$ cat config.mk
export PLATFORM = sky130hd
export DESIGN_NAME = pc_unit_flat
export DESIGN_NICKNAME = d
export VERILOG_FILES = /design/src/rtl/pc_unit_if.sv /design/src/rtl/pc_unit.sv /design/src/flat_wrapper.sv
export SDC_FILE = /design/constraint.sdc
export NUM_CORES = 1
export LEC_CHECK = 0
export ABC_AREA = 1
export CAP_MARGIN = 20
export CORE_MARGIN = 10
export CORE_UTILIZATION = 45
export DETAILED_ROUTE_END_ITERATION = 12
export GPL_TIMING_DRIVEN = 0
export PLACE_DENSITY_LB_ADDON = 0.3
export SLEW_MARGIN = 20
export SYNTH_ARGS = -nofsm -noshare
export SYNTH_HDL_FRONTEND = slang
export SYNTH_SLANG_ARGS = --single-unit
$ cat constraint.sdc
create_clock -name clk -period 4.2 [get_ports clk]
set_clock_uncertainty 0.15 [all_clocks]
set_input_delay 0.84 -clock clk [delete_from_list [all_inputs] [get_ports clk]]
set_output_delay 0.84 -clock clk [all_outputs]
set_load 0.005 [all_outputs]
$ cat src/rtl/pc_unit_if.sv
// Fetch-PC control/status bundle between decode/execute/trap logic and the PC unit.
// Latency: none (wires only).
// Backpressure: stall_i from the consumer side freezes the PC.
interface pc_unit_if #(
    parameter int XLEN      = 32,
    parameter int RAS_DEPTH = 4
);
    localparam int CW = $clog2(RAS_DEPTH) + 1;

    logic            stall_i;
    logic            redirect_i;
    logic [XLEN-1:0] redirect_pc_i;
    logic            trap_i;
    logic            call_i;
    logic [XLEN-1:0] call_target_i;
    logic            ret_i;
    logic [XLEN-1:0] ret_target_i;
    logic [XLEN-1:0] pc_o;
    logic            pc_valid_o;
    logic            misalign_o;
    logic [CW-1:0]   ras_count_o;
    logic            ras_ovf_o;
    logic            ras_unf_o;

    // Control side: drives redirect/stall/call/ret, observes the fetch PC.
    modport master (
        output stall_i, redirect_i, redirect_pc_i, trap_i,
               call_i, call_target_i, ret_i, ret_target_i,
        input  pc_o, pc_valid_o, misalign_o, ras_count_o, ras_ovf_o, ras_unf_o
    );

    // PC unit side.
    modport slave (
        input  stall_i, redirect_i, redirect_pc_i, trap_i,
               call_i, call_target_i, ret_i, ret_target_i,
        output pc_o, pc_valid_o, misalign_o, ras_count_o, ras_ovf_o, ras_unf_o
    );
endinterface

$ cat src/rtl/pc_unit.sv
// Fetch program counter with reset vector, stall, redirect, trap vectoring and a circular RAS.
// Latency: every PC change is visible one cycle after the sampling edge (registered pc_o).
// Backpressure: stall_i holds the PC and the RAS; trap_i and redirect_i override it.
module pc_unit #(
    parameter int              XLEN      = 32,
    parameter logic [XLEN-1:0] RESET_VEC = 32'h0000_0000,
    parameter logic [XLEN-1:0] TRAP_VEC  = 32'h0000_0100,
    parameter int              INC       = 4,
    parameter int              RAS_DEPTH = 4
) (
    input  logic       clk,
    input  logic       rst_n,
    pc_unit_if.slave   bus
);
    localparam int              PW      = $clog2(RAS_DEPTH);
    localparam int              CW      = PW + 1;
    localparam logic [XLEN-1:0] INC_X   = XLEN'(INC);
    localparam logic [PW-1:0]   PTR_ONE = PW'(1);
    localparam logic [CW-1:0]   CNT_ONE = CW'(1);
    localparam logic [CW-1:0]   CNT_MAX = CW'(RAS_DEPTH);

    typedef enum logic {BOOT, RUN} state_t;

    state_t            state_q, state_d;
    logic [XLEN-1:0]   pc_q, pc_d;
    logic [PW-1:0]     ptr_q, ptr_d;
    logic [CW-1:0]     cnt_q, cnt_d;
    logic              ovf_q, ovf_d;
    logic              unf_q, unf_d;

    logic [XLEN-1:0]   ras_mem [RAS_DEPTH];
    logic              wr_en;
    logic [PW-1:0]     wr_ptr;
    logic [XLEN-1:0]   wr_dat;

    logic [XLEN-1:0]   pc_inc;

    // Unsigned modulo add: the top of the address space wraps silently to zero.
    assign pc_inc = pc_q + INC_X;

    // State, PC and RAS bookkeeping registers; reset returns to BOOT at RESET_VEC.
    always_ff @(posedge clk or negedge rst_n) begin
        if (!rst_n) begin
            state_q <= BOOT;
            pc_q    <= RESET_VEC;
            ptr_q   <= '0;
            cnt_q   <= '0;
            ovf_q   <= 1'b0;
            unf_q   <= 1'b0;
        end else begin
            state_q <= state_d;
            pc_q    <= pc_d;
            ptr_q   <= ptr_d;
            cnt_q   <= cnt_d;
            ovf_q   <= ovf_d;
            unf_q   <= unf_d;
        end
    end

    // RAS storage needs no reset: entries are only read when the count says they are valid.
    always_ff @(posedge clk) begin
        if (wr_en) begin
            ras_mem[wr_ptr] <= wr_dat;
        end
    end

    // Next-state / next-PC selection; priority trap > redirect > stall > ret&call > ret > call > sequential.
    always_comb begin
        state_d = state_q;
        pc_d    = pc_q;
        ptr_d   = ptr_q;
        cnt_d   = cnt_q;
        ovf_d   = 1'b0;
        unf_d   = 1'b0;
        wr_en   = 1'b0;
        wr_ptr  = ptr_q;
        wr_dat  = pc_inc;

        case (state_q)
            BOOT: begin
                // First edge out of reset only validates RESET_VEC; controls are ignored.
                state_d = RUN;
            end
            RUN: begin
                if (bus.trap_i) begin
                    pc_d  = TRAP_VEC;
                    cnt_d = '0;
                end else if (bus.redirect_i) begin
                    pc_d = bus.redirect_pc_i;
                end else if (bus.stall_i) begin
                    pc_d = pc_q;
                end else if (bus.ret_i && bus.call_i) begin
                    // Tail-call style: return address replaces the top instead of pop+push.
                    pc_d  = bus.call_target_i;
                    wr_en = 1'b1;
                    if (cnt_q == '0) begin
                        wr_ptr = ptr_q + PTR_ONE;
                        ptr_d  = ptr_q + PTR_ONE;
                        cnt_d  = CNT_ONE;
                        unf_d  = 1'b1;
                    end else begin
                        wr_ptr = ptr_q;
                    end
                end else if (bus.ret_i) begin
                    if (cnt_q != '0) begin
                        pc_d  = ras_mem[ptr_q];
                        ptr_d = ptr_q - PTR_ONE;
                        cnt_d = cnt_q - CNT_ONE;
                    end else begin
                        pc_d  = bus.ret_target_i;
                        unf_d = 1'b1;
                    end
                end else if (bus.call_i) begin
                    // When full, advancing the pointer lands on the oldest entry and overwrites it.
                    pc_d   = bus.call_target_i;
                    wr_en  = 1'b1;
                    wr_ptr = ptr_q + PTR_ONE;
                    ptr_d  = ptr_q + PTR_ONE;
                    if (cnt_q == CNT_MAX) begin
                        ovf_d = 1'b1;
                    end else begin
                        cnt_d = cnt_q + CNT_ONE;
                    end
                end else begin
                    pc_d = pc_inc;
                end
            end
            default: begin
                state_d = BOOT;
            end
        endcase
    end

    assign bus.pc_o        = pc_q;
    assign bus.pc_valid_o  = (state_q == RUN);
    assign bus.misalign_o  = ((pc_q % INC_X) != '0);
    assign bus.ras_count_o = cnt_q;
    assign bus.ras_ovf_o   = ovf_q;
    assign bus.ras_unf_o   = unf_q;
endmodule

$ cat src/flat_wrapper.sv
// flat-port wrapper written by rule: the top's interface ports become plain ports
module pc_unit_flat 
#(
    parameter int              XLEN      = 32,
    parameter logic [XLEN-1:0] RESET_VEC = 32'h0000_0000,
    parameter logic [XLEN-1:0] TRAP_VEC  = 32'h0000_0100,
    parameter int              INC       = 4,
    parameter int              RAS_DEPTH = 4
)
  (clk, rst_n, bus_stall_i, bus_redirect_i, bus_redirect_pc_i, bus_trap_i, bus_call_i, bus_call_target_i, bus_ret_i, bus_ret_target_i, bus_pc_o, bus_pc_valid_o, bus_misalign_o, bus_ras_count_o, bus_ras_ovf_o, bus_ras_unf_o);
  pc_unit_if #(.XLEN(XLEN), .RAS_DEPTH(RAS_DEPTH)) bus_i ();
  input  logic clk;
  input  logic rst_n;
  input wire logic [$bits(bus_i.stall_i)-1:0] bus_stall_i;
  input wire logic [$bits(bus_i.redirect_i)-1:0] bus_redirect_i;
  input wire logic [$bits(bus_i.redirect_pc_i)-1:0] bus_redirect_pc_i;
  input wire logic [$bits(bus_i.trap_i)-1:0] bus_trap_i;
  input wire logic [$bits(bus_i.call_i)-1:0] bus_call_i;
  input wire logic [$bits(bus_i.call_target_i)-1:0] bus_call_target_i;
  input wire logic [$bits(bus_i.ret_i)-1:0] bus_ret_i;
  input wire logic [$bits(bus_i.ret_target_i)-1:0] bus_ret_target_i;
  output wire logic [$bits(bus_i.pc_o)-1:0] bus_pc_o;
  output wire logic [$bits(bus_i.pc_valid_o)-1:0] bus_pc_valid_o;
  output wire logic [$bits(bus_i.misalign_o)-1:0] bus_misalign_o;
  output wire logic [$bits(bus_i.ras_count_o)-1:0] bus_ras_count_o;
  output wire logic [$bits(bus_i.ras_ovf_o)-1:0] bus_ras_ovf_o;
  output wire logic [$bits(bus_i.ras_unf_o)-1:0] bus_ras_unf_o;
  assign bus_i.stall_i = bus_stall_i;
  assign bus_i.redirect_i = bus_redirect_i;
  assign bus_i.redirect_pc_i = bus_redirect_pc_i;
  assign bus_i.trap_i = bus_trap_i;
  assign bus_i.call_i = bus_call_i;
  assign bus_i.call_target_i = bus_call_target_i;
  assign bus_i.ret_i = bus_ret_i;
  assign bus_i.ret_target_i = bus_ret_target_i;
  assign bus_pc_o = bus_i.pc_o;
  assign bus_pc_valid_o = bus_i.pc_valid_o;
  assign bus_misalign_o = bus_i.misalign_o;
  assign bus_ras_count_o = bus_i.ras_count_o;
  assign bus_ras_ovf_o = bus_i.ras_ovf_o;
  assign bus_ras_unf_o = bus_i.ras_unf_o;
  pc_unit #(.XLEN(XLEN), .RESET_VEC(RESET_VEC), .TRAP_VEC(TRAP_VEC), .INC(INC), .RAS_DEPTH(RAS_DEPTH)) u_core (.clk(clk), .rst_n(rst_n), .bus(bus_i));
endmodule
; ---- Word-level counts from Yosys, hierarchy flattened
; Memories as Yosys holds them, arrays and structs flattened.
; Cells that the tools add are included.
; W data, S select, Z words.
[op_classes]
mux = 52
bitwise = 3
reduce_logical = 8
n_eq_ne = 8
n_addsub = 5
[op_table]
columns = cell, n
row1 = $mux W32, 7
row2 = $add A32 B3 Y32 const B, 1
row3 = $reduce_bool A32 Y1, 1
row4 = $mux W3, 9
row5 = $mux W1, 25
row6 = $mux W2, 11
row7 = $reduce_and A7 Y1, 1
row8 = $ne A3 B1 Y1 const B, 2
row9 = $reduce_and A5 Y1, 1
row10 = $ne A2 B1 Y1 const B, 2
row11 = $ne A4 B2 Y1 const B, 1
row12 = $ne A4 B3 Y1 const B, 1
row13 = $reduce_bool A4 Y1, 1
row14 = $add A3 B1 Y3 const B, 1
row15 = $eq A3 B3 Y1 const B, 1
row16 = $logic_not A3 Y1, 1
row17 = $ne A3 B3 Y1 const B, 1
row18 = $not A1 Y1, 3
row19 = $reduce_bool A3 Y1, 1
row20 = $sub A3 B1 Y3 const B, 1
row21 = $add A2 B1 Y2 const B, 1
row22 = $reduce_and A2 Y1, 1
row23 = $sub A2 B1 Y2 const B, 1
row24 = $logic_and A1 B1 Y1, 1
[totals]
register_bits = 40
memories = 1
in_bits = 103
mem_bits_rw = 128
output_inout_bits = 39
[memory_table]
columns = name, words, word_bits, rd, rd_ports_with_merged_regs, wr, line_no
row1 = u_core.ras_mem, 4, 32, 1, 0, 1, pc_unit.sv:31  ; logic [XLEN-1:0] ras_mem [RAS_DEPTH];

; ---- Logic depth before layout (Yosys ltp)
[logic_depth]
word_depth = 9
depth_mapped = 13

; ---- Worst setup path after synthesis
; No wires, ideal clock.
[synth_path]
path_type = input-to-reg
start = in bus_trap_i
end = mem u_core.ras_mem[0][0], enable pin
t_arrival_ns = 3.047
required_time_ns = 3.629
path_stages = 8
setup_ns = 0.421
path_slack_ns = 0.582
n_path_buf = 0
path_cell_list = nor2_1 > nand2_1 > nor2_1 > inv_1 > nor2_1 > xor2_1 > or2_1 > nor2_1
[synth_between]
elab_chain_len = 4
[synth_rtl]
columns = item, line_no
row1 = from (decl), flat_wrapper.sv:17  ; input wire logic [$bits(bus_i.trap_i)-1:0] bus_trap_i;
row2 = $mux W1, pc_unit.sv:85  ; if (bus.trap_i) begin
row3 = $mux W1, pc_unit.sv:79  ; case (state_q)
row4 = $mux W1, pc_unit.sv:62  ; if (wr_en) begin
row5 = $mux W1 (implied by the code), pc_unit.sv:63  ; ras_mem[wr_ptr] <= wr_dat;
row6 = to (decl), pc_unit.sv:31
; Several ways; a longest one is shown, not always the timed one.

; ---- Worst setup path after layout
[layout_path]
start = in bus_ret_i
end = mem u_core.ras_mem[2][26], enable pin
[layout_between]
elab_chain_len = 8
[layout_rtl]
columns = item, line_no
row1 = from (decl), flat_wrapper.sv:20  ; input wire logic [$bits(bus_i.ret_i)-1:0] bus_ret_i;
row2 = $mux W1 / $logic_and A1 B1 Y1 (equally long branches), "pc_unit.sv:104, pc_unit.sv:92"
row3 = $mux W1, pc_unit.sv:92  ; end else if (bus.ret_i && bus.call_i) begin
row4 = $mux W1, pc_unit.sv:90  ; end else if (bus.stall_i) begin
row5 = $mux W1, pc_unit.sv:88  ; end else if (bus.redirect_i) begin
row6 = $mux W1, pc_unit.sv:85
row7 = $mux W1, pc_unit.sv:79
row8 = $mux W1, pc_unit.sv:62
row9 = $mux W1 (implied by the code), pc_unit.sv:63
; Several ways; a longest one is shown, not always the timed one.

==> results.json <==
{
  "syn_nets": 1163,
  "ioPinCount": 142,
  "peak_freq_ghz": 0.306,
  "initial_drc_count": 844,
  "finalCritPeriodShare": 0.778,
  "max_slew_margin": 0.487,
  "cap_viol_max_count": 0,
  "worst_path_dominant_cell_family": "simple AND/OR/NAND/NOR gates",
  "layout.filler_cells": 1700,
  "cts-root-buf": "clkbuf_16",
  "worstPathMaxFanout": 19,
  "wire_per_inst_um": 19.4,
  "tritoncts.num_buffers": 17,
  "multi_input_area_um2": 3430,
  "critical_path.most_common_cell": "nor2_1",
  "clkLatencyLatePin_ns": 0.44,
  "detail-route-antenna-nets": 0,
  "postSynthCellCount": 1058,
  "grt_start_max_net_pins": 26,
  "mappedNetlistArea_um2": 8810,
  "most-common-layout-cells": "321 x nand2_1, 184 x nor2_1, 140 x clkdlybuf4s50_1, 128 x edfxtp_1, 87 x inv_1",
  "unrepaired_setup_endpoints_after_global_routing": "no",
  "synth-edff-count": 128,
  "area.sequential_um2": 4840,
  "hpwlAfterDp_mm": 21.1,
  "hold_viol": 0,
  "synth_async_sr_flop_share": 0.238,
  "placement.setup.worst_slack_ns": 0.468,
  "worst-endpoint-required_ns": 4.19,
  "worst_ir_drop_vdd_uv": 291,
  "drive_gt1_frac": 0.0744,
  "initial_antenna_violation_count": 0,
  "placementRows": 51,
  "mostFrequentLayoutCell": "nand2_1",
  "criticalPathCategory": "input pin to flop",
  "clkTransAtPathRegs_ns": 0.06,
  "detailed_place.area_um2": 10700,
  "cp.buffers_inverters": 4,
  "crit_arrival_ns": 3.26,
  "slew_at_the_pin_closest_to_its_max_slew_limit_ns": 0.769,
  "dominantRegCellSynth": "edfxtp_1",
  "num-nets-final": 1328,
  "cellLeakagePower_nw": 4.69,
  "setup_violations": 0,
  "cts_buffer_depth": 2,
  "floorplan.initialDensity": 0.456,
  "min_period_ns": 3.27,
  "cts_resized": 0,
  "outcome": "completed",
  "cts.htree.levels": 4,
  "detail_route.wirelength_mm": 29.1,
  "cp-end-kind": "flop",
  "cts_tree": "built",
  "global_route.overflow_total": 0,
  "p_r_area_growth_vs_syn_pct": 28.6,
  "gr-usage-all-layers": 0.225,
  "routabilityCongestion": 0.918,
  "grt_pass1_vias": 8094,
  "critical-path-max-stage-delay_ns": 0.53,
  "synth_seq_area_share": 0.550,
  "stdcell_area_um2": 11300,
  "inserted_diodes": 0,
  "grt_first_pass_wirelength_mm": 44.8,
  "final_max_slew_viol_count": 0,
  "power.density_cell_area_nw_per_um2": 454,
  "placeableCoreArea_um2": 19300,
  "syn_area_per_cell_um2": 8.33,
  "yosys.cell_types.count": 38,
  "postCtsSetupBuffers": 0,
  "viasPerCell": 5.30,
  "crit_path_start_kind": "input pin",
  "layout_setup_ws_ns": 0.932,
  "ctsHoldBuffers": 0,
  "route.vias.total": 7953,
  "critical_path_cell_sequence": "clkdlybuf4s50_1, inv_1, buf_2, nor2_1, nor2_1, xor2_1, or2_1, nor2_4, buf_16",
  "die_h_um": 160,
  "synth_warnings": 0,
  "clkSinkCount": 168,
  "dr.pass1.iters": 8,
  "floorplan.die_area_um2": 25600,
  "fp.dieW_um": 160,
  "hold_path_class": "input pin to asynchronous set/reset pin",
  "drcViolationCount": 0,
  "io_buffers": 141,
  "worst_path_max_delay_cell": "clkdlybuf4s50_1",
  "ys_ff_latch": 168
}
power by group:
group	leakage [nW]	switching (mW)	internal, mW	total, mW
registers	1.68	0.101	1.89	2.00
logic	2.71	0.909	0.540	1.45
clock network	0.302	0.652	1.05	1.71
total	4.69	1.66	3.49	5.15
kinds of logic (layout without fill, tap and decap cells):
group | after synthesis | in the layout | share of synthesized area
adders and majority gates | 2 | 2 | 0.00369
other | 1 | 1 | 0.000425
and+or+nand+nor | 579 | 579 | 0.270
xor gates and xnor gates | 15 | 15 | 0.0149
DFF | 168 | 168 | 0.550
AOI/OAI and AO/OA | 156 | 156 | 0.0974
buffers and inverters | 137 | 315 | 0.0640
Yosys cell counts, types with 2 or more instances:
| library cell | number | share of area |
|---|---|---|
| a21oi_1 | 47 | 0.027 |
| a22oi_1 | 4 | 0.0034 |
| buf_1 | 4 | 0.0017 |
| buf_2 | 12 | 0.0068 |
| buf_4 | 5 | 0.0043 |
| buf_6 | 2 | 0.0026 |
| clkbuf_1 | 16 | 0.0068 |
| clkinv_1 | 2 | 0.00085 |
| dfrtp_1 | 40 | 0.11 |
| edfxtp_1 | 128 | 0.44 |
| inv_1 | 88 | 0.037 |
| inv_2 | 7 | 0.0030 |
| nand2_1 | 321 | 0.14 |
| nand2_2 | 4 | 0.0028 |
| nand2_4 | 2 | 0.0026 |
| nand3_1 | 23 | 0.013 |
| nand3b_1 | 9 | 0.0077 |
| nand4_1 | 13 | 0.0092 |
| nor2_1 | 187 | 0.080 |
| nor2_2 | 6 | 0.0043 |
| nor2_4 | 7 | 0.0089 |
| o21ai_0 | 64 | 0.036 |
| o21ai_1 | 19 | 0.011 |
| o22a_1 | 13 | 0.013 |
| o22ai_1 | 4 | 0.0028 |
| or2_2 | 6 | 0.0043 |
| xnor2_1 | 7 | 0.0070 |
| xor2_1 | 8 | 0.0080 |
registers in the layout, indices dropped and copies added, names as in the netlist:
register	count
u_core.ras_mem	128
u_core.bus.pc_valid_o	1
u_core.ptr_q	2
u_core.bus.ras_ovf_o	1
u_core.bus.ras_unf_o	1
u_core.bus.pc_o	32
u_core.bus.ras_count_o	3
routing by layer:
metal	global-route usage	up-vias	share of wire
li1	-	3770	-
met1	0.282	3666	0.41
met2	0.359	435	0.46
met3	0.0527	82	0.092
met4	0.110	0	0.039
met5	0	-	0
metrics by stage:
step                      cells   util  hold WS (ns)  TNS (ns)  total power [mW]
final                      1501  0.586         0.316         0              5.15
after global routing       1501  0.586         0.347         0              5.36
after CTS                  1501  0.586         0.333         0              5.13
after detailed placement   1469  0.553         0.410         0              3.45
after global placement     1464  0.546         0.390   -126.77              3.40
after floorplan            1058      -         0.356         0              2.84
layout make-up:
| cell class | instances | share of cell area |
|---|---|---|
| Multi-Input combinational cell | 753 | 0.302 |
| Buffer | 40 | 0.0177 |
| Clock inverter | 12 | 0.0177 |
| Inverter | 97 | 0.0321 |
| Sequential cell | 168 | 0.427 |
| Timing Repair Buffer | 146 | 0.135 |
| Tap cell | 265 | 0.0293 |
| Clock buffer | 20 | 0.0385 |
final timing paths:
path / from / endpoint / slack, ns / cells past startpoint
min reg2reg: u_core.bus.pc_o[29] / u_core.bus.pc_o[29] / 0.42 / 2
min: rst_n / u_core.bus.ras_count_o[2] / 0.32 / 1
max in group asynchronous: rst_n / u_core.bus.pc_o[7] / 3.03 / 2
max: bus_ret_i / u_core.ras_mem[2][26] / 0.93 / 9
max reg2reg: u_core.ptr_q[1] / u_core.ras_mem[0][27] / 1.35 / 10
min in group clk: u_core.bus.pc_o[29] / u_core.bus.pc_o[29] / 0.42 / 2
worst register-to-register path: cells and delay by family, from the launching register on:
kind / cells / cell delay [ns]
buffers and inverters: 5 / 1.05
DFF: 1 / 0.36
and+or+nand+nor: 3 / 0.63
AOI/OAI and AO/OA: 2 / 0.36
(Power assumes the default switching activity.)
==> patch 1: new RTL, same settings <==
`XLEN` is set to 32 in 3 places; all go to 48.
--- a/src/rtl/pc_unit_if.sv
+++ b/src/rtl/pc_unit_if.sv
@@ -4,3 +4,3 @@
 interface pc_unit_if #(
-    parameter int XLEN      = 32,
+    parameter int XLEN      = 48,
     parameter int RAS_DEPTH = 4
--- a/src/rtl/pc_unit.sv
+++ b/src/rtl/pc_unit.sv
@@ -4,3 +4,3 @@
 module pc_unit #(
-    parameter int              XLEN      = 32,
+    parameter int              XLEN      = 48,
     parameter logic [XLEN-1:0] RESET_VEC = 32'h0000_0000,
--- a/src/flat_wrapper.sv
+++ b/src/flat_wrapper.sv
@@ -3,3 +3,3 @@
 #(
-    parameter int              XLEN      = 32,
+    parameter int              XLEN      = 48,
     parameter logic [XLEN-1:0] RESET_VEC = 32'h0000_0000,
Ports: changed (resized bus_call_target_i, bus_pc_o, bus_redirect_pc_i and bus_ret_target_i); port bits go from 142 to 206. No check against the original RTL was run, so the function may have changed too.
==> patch 1 against the unedited design <==
Non-clock buffer count rose by 91; core utilization rose by 0.21 points; synthesized area rose by 46%; via count rose by 48%; count of clock-buffer cells in the layout rose by 14; design area rose by 45%; cell count rose by 42%; critical path type unchanged; total power rose by 40%; sequential cell count rose by 80; register-to-register slack got worse by 0.57 ns; routed wire length rose by 55%; worst setup slack got worse by 0.42 ns.
==> patch 1: results (changes against the unedited design) <==
| Metric | Value |
|---|---|
| P_int | 4.92 mW (+41%) |
| Buffers added on ports | 204 (+45%) |
| Dominant cells by area after synthesis | edfxtp_1, nand2_1, dfrtp_1 |
| Multi-In Gates | 1032 (+37%) |
| Clock insertion delay at the later pin of the skew report | 0.53 ns (+0.09 ns) |
| Slowest cell on crit path | nor2_4 |
| Unique masters post-synth | 36 (-5.3%) |
| Reg2reg setup slack | 0.78 ns (-0.57 ns) |
| RR Startpoint | u_core.ptr_q[1]$_DFFE_PN0P_ |
| Htree depth | 1 (-3) |
| Number of flip-flops in the largest register | 192 (+50%) |
| Dpl hpwl | 33.1 mm (+57%) |
| Largest net degree at the start of global routing | 43 (+65%) |
| CTS Root Cell | clkbuf_16 |
| Status | finished clean |
| DR vias/cell | 5.51 (+4.0%) |
| Inverter count | 152 (+57%) |
| Total Nets Final | 1890 (+42%) |
| Clock Buffer Count | 34 (+70%) |
| Asr flop ratio synth | 22.6% (-1.2 points) |
| Total wire length | 45.0 mm (+55%) |
| RR Endpoint | u_core.ras_mem[0][22]$_DFFE_PP_ |
| FILL cells | 2483 (+46%) |
| Non-Filler Instances | 2135 (+42%) |
| Worst Reg-to-Reg Cells | 11 (+1) |
| GPL Wtd Cong | 0.969 (+5.5%) |
| CP Max Fanout | 18 (-1) |
| Yosys reg bits | 248 (+48%) |
| Initial antenna violation count | 0 (unchanged) |
| Global-route wire length before repair | 67.3 mm (+50%) |
| Post-synth EDFFs | 192 (+50%) |
| Footprint of the multi-input gates | 4840 sq um (+41%) |
| Critical path data arrival time | 3.78 ns (+0.52 ns) |
| TritonCTS Buffers | 26 (+9) |
| Max_slew headroom | 40.8% (-8.0 points) |
| Worst vdd ir | 0.247 mV (-15%) |
| Non-clock buffers, area share | 15.3% (+0.016 points) |
| First DRT Iteration DRCs | 1390 (+65%) |
| Syn nets | 1650 (+42%) |
| Vias in the first global route | 11500 (+43%) |
| Complex-gate fraction of the synthesized area | 12.8% (+3.1 points) |
| Synth top cells by count | nand2_1, nor2_1, edfxtp_1 |
| CP top delay family | buffers and inverters |
| Signal buffers | 277 (+49%) |
| Initial DRT Pass Iterations | 6 (-2) |
| Synthesized area per cell | 8.57 sq um (+2.8%) |
| Sequential cell area share | 43.6% (+0.87 points) |
| Sequential share of the synthesized area | 55.9% (+0.91 points) |
| XOR/XNOR share of the synthesized area | 1.98% (+0.49 points) |
| Layout clock area frac | 5.31% (-0.30 points) |
| Fraction of layout instances using a drive strength above 1 | 5.58% (-1.9 points) |
| # diodes | 0 (unchanged) |
| Post-Synth Adder-Cell Area | 0.254% (-0.12 points) |
| Longest Clk Path Bufs | 3 (+1) |
| Total Routing Usage GR | 24.1% (+1.6 points) |
| Lkg Pwr | 6.62 nW (+41%) |
| Most flops, register | u_core.ras_mem |
[patch 1: power groups by stage]
stage / clock, mW / sequential (mW) / combinational [mW]
global route: 2.45 / 2.95 / 2.09
detailed placement: 0 / 2.98 / 1.89
floorplan: 0 / 2.94 / 1.07
CTS: 2.36 / 2.94 / 1.90
finish: 2.36 / 2.94 / 1.93
global placement: 0 / 2.98 / 1.84
[patch 1: worst max-delay path by stage]
stage | start | to | slack [ns] | depth (start not counted)
2_1_floorplan | bus_call_i | u_core.ras_mem[0][0]$_DFFE_PP_ | -0.26 | 8
3_3_place_gp | bus_ret_i | u_core.ras_mem[0][29]$_DFFE_PP_ | -2.60 | 11
3_5_place_dp | bus_ret_i | u_core.ras_mem[0][30]$_DFFE_PP_ | 0.03 | 13
4_1_cts | bus_ret_i | u_core.ras_mem[0][22]$_DFFE_PP_ | 0.56 | 13
5_1_grt | bus_ret_i | u_core.ras_mem[0][22]$_DFFE_PP_ | 0.36 | 13
6_report | bus_ret_i | u_core.ras_mem[0][22]$_DFFE_PP_ | 0.51 | 13
[patch 1: metal layers]
layer | global-route usage (%) | share of wire [%]
met5 | 0 | 0
met4 | 8.61 | 3.0
met3 | 4.82 | 9.8
met1 | 31.5 | 40
met2 | 39.1 | 47
[patch 1: stage by stage]
stage | instance area, sq um | TNS, ns | setup slack, ns | hold slack, ns | total power, mW
CTS | 16400 | 0 | 0.556 | 0.106 | 7.20
detailed placement | 15600 | 0 | 0.0264 | 0.410 | 4.87
finish | 16400 | 0 | 0.508 | 0.101 | 7.23
floorplan | 12800 | -32.40 | -0.264 | 0.360 | 4.02
global route | 16400 | 0 | 0.362 | 0.119 | 7.50
global placement | 15300 | -406.45 | -2.60 | 0.407 | 4.82
==> patch 2: new RTL, config.mk and constraints unchanged <==
Made on the original files. Reset style: synchronous (`rst_n`), changed in one clocked block.
--- a/src/rtl/pc_unit.sv
+++ b/src/rtl/pc_unit.sv
@@ -41,3 +41,3 @@
     // State, PC and RAS bookkeeping registers; reset returns to BOOT at RESET_VEC.
-    always_ff @(posedge clk or negedge rst_n) begin
+    always_ff @(posedge clk) begin
         if (!rst_n) begin
Formal check against the unedited RTL: differs if rst_n is asserted again (counterexample within 4 cycles, from zero or initial values and one cycle with rst_n low); with rst_n held inactive, the same outputs for 4 cycles.
==> patch 2 against the unedited design <==
Worst setup slack got worse by 0.17 ns; largest cell class unchanged; routed wire length fell by 5.6%; first-iteration DRC count increased by 13%; synthesized area decreased by 2.4%; sequential share of layout area shrank 0.19 points; design area shrank 2.9%; sequential cell count grew 2.
Power is not compared: it rests on default switching activity, and its combinational part moved more than twofold at a synthesized area within 25%.
==> patch 2: results (changes against the unedited design) <==
| Metric | Value |
|---|---|
| Status | finished clean |
| Worst-margin pin slew | 0.942 ns (+0.173 ns) |
| Total wire length | 27.5 mm (-5.6%) |
| Dpl hpwl | 20.5 mm (-3.3%) |
| CP Max Fanout | 18 (-1) |
| Most common cell in the netlist | nand2_1 |
| Unique masters post-synth | 39 (+2.6%) |
| Synth top cells by count | nand2_1, nor2_1, edfxtp_1 |
| TritonCTS Buffers | 17 (unchanged) |
| Top_reg_cell synth | edfxtp_1 |
| First DRT Iteration DRCs | 952 (+13%) |
| DR vias/cell | 5.38 (+1.4%) |
| Reg2reg setup slack | 1.29 ns (-0.06 ns) |
| Hold WC Path Type | reg -> reg |
| Largest net degree at the start of global routing | 21 (-19%) |
| Dominant cells by area after synthesis | edfxtp_1, nand2_1, dfxtp_1 |
| Critical path data arrival time | 3.42 ns (+0.16 ns) |
| Total Nets Final | 1292 (-2.7%) |
| HP Start | u_core.bus.pc_o[23]$_SDFFE_PN0P_ |
| Vias in the first global route | 7197 (-11%) |
| Total Routing Usage GR | 21.5% (-1.0 points) |
| Asr flop ratio synth | 0% (-24 points) |
| Syn nets | 1130 (-2.8%) |
| Synthesized area per cell | 8.39 sq um (+0.76%) |
| Fin Hold WS | 0.367 ns (+0.0511 ns) |
| Sequential share of the synthesized area | 54.5% (-0.52 points) |
| FILL cells | 1642 (-3.4%) |
| Buffers added on ports | 139 (-1.4%) |
| GPL Wtd Cong | 0.932 (+1.6%) |
patch 2: metrics by stage:
step                      setup TNS, ns  util [%]  area (sq um)  setup slack (ns)
after floorplan                       0         -          8600             0.488
after global placement          -145.29      54.8         10300             -1.19
after detailed placement              0      55.6         10400             0.370
after CTS                             0      58.7         11000             0.802
after global routing                  0      58.7         11000             0.642
final                                 0      58.7         11000             0.766
patch 2: routing by layer:
layer / share of wire, % / routed length, microns / GRT usage (%)
met1: 42 / 11500 / 28.5
met5: 0 / 0 / 0
met2: 46 / 12600 / 33.9
met4: 2.3 / 636 / 7.32
met3: 9.9 / 2730 / 4.83
patch 2: area by class of cell:
| type | instances | area share [%] |
|---|---|---|
| clock buffers | 17 | 3.86 |
| clock inverters | 15 | 1.41 |
| well taps | 234 | 2.66 |
| inverters | 58 | 2.00 |
| repair buffers | 143 | 13.6 |
| flip-flops and latches | 170 | 42.6 |
| multi-input cells | 749 | 31.7 |
| plain buffers | 48 | 2.17 |
patch 2: cells by family (layout without fill, tap and decap cells):
group / Yosys count / in the layout / synth area share [%]
and+or+nand+nor: 549 / 549 / 26.3
AOI/OAI and AO/OA: 182 / 182 / 11.9
DFF: 170 / 170 / 54.5
buffers and inverters: 106 / 281 / 5.34
xor gates and xnor gates: 16 / 16 / 1.63
adders and majority gates: 2 / 2 / 0.378
patch 2: final timing paths:
kind	to	cells past startpoint
hold / removal	u_core.bus.pc_o[23]$_SDFFE_PN0P_	2
setup reg to reg	u_core.ras_mem[3][26]$_DFFE_PP_	11
setup / recovery	u_core.ras_mem[3][26]$_DFFE_PP_	11
hold reg to reg	u_core.bus.pc_o[23]$_SDFFE_PN0P_	2
patch 2: critical path, delay by kind of cell:
kind                   cells  cell delay, ns
buffers and inverters      5            1.27
and+or+nand+nor            6            1.28
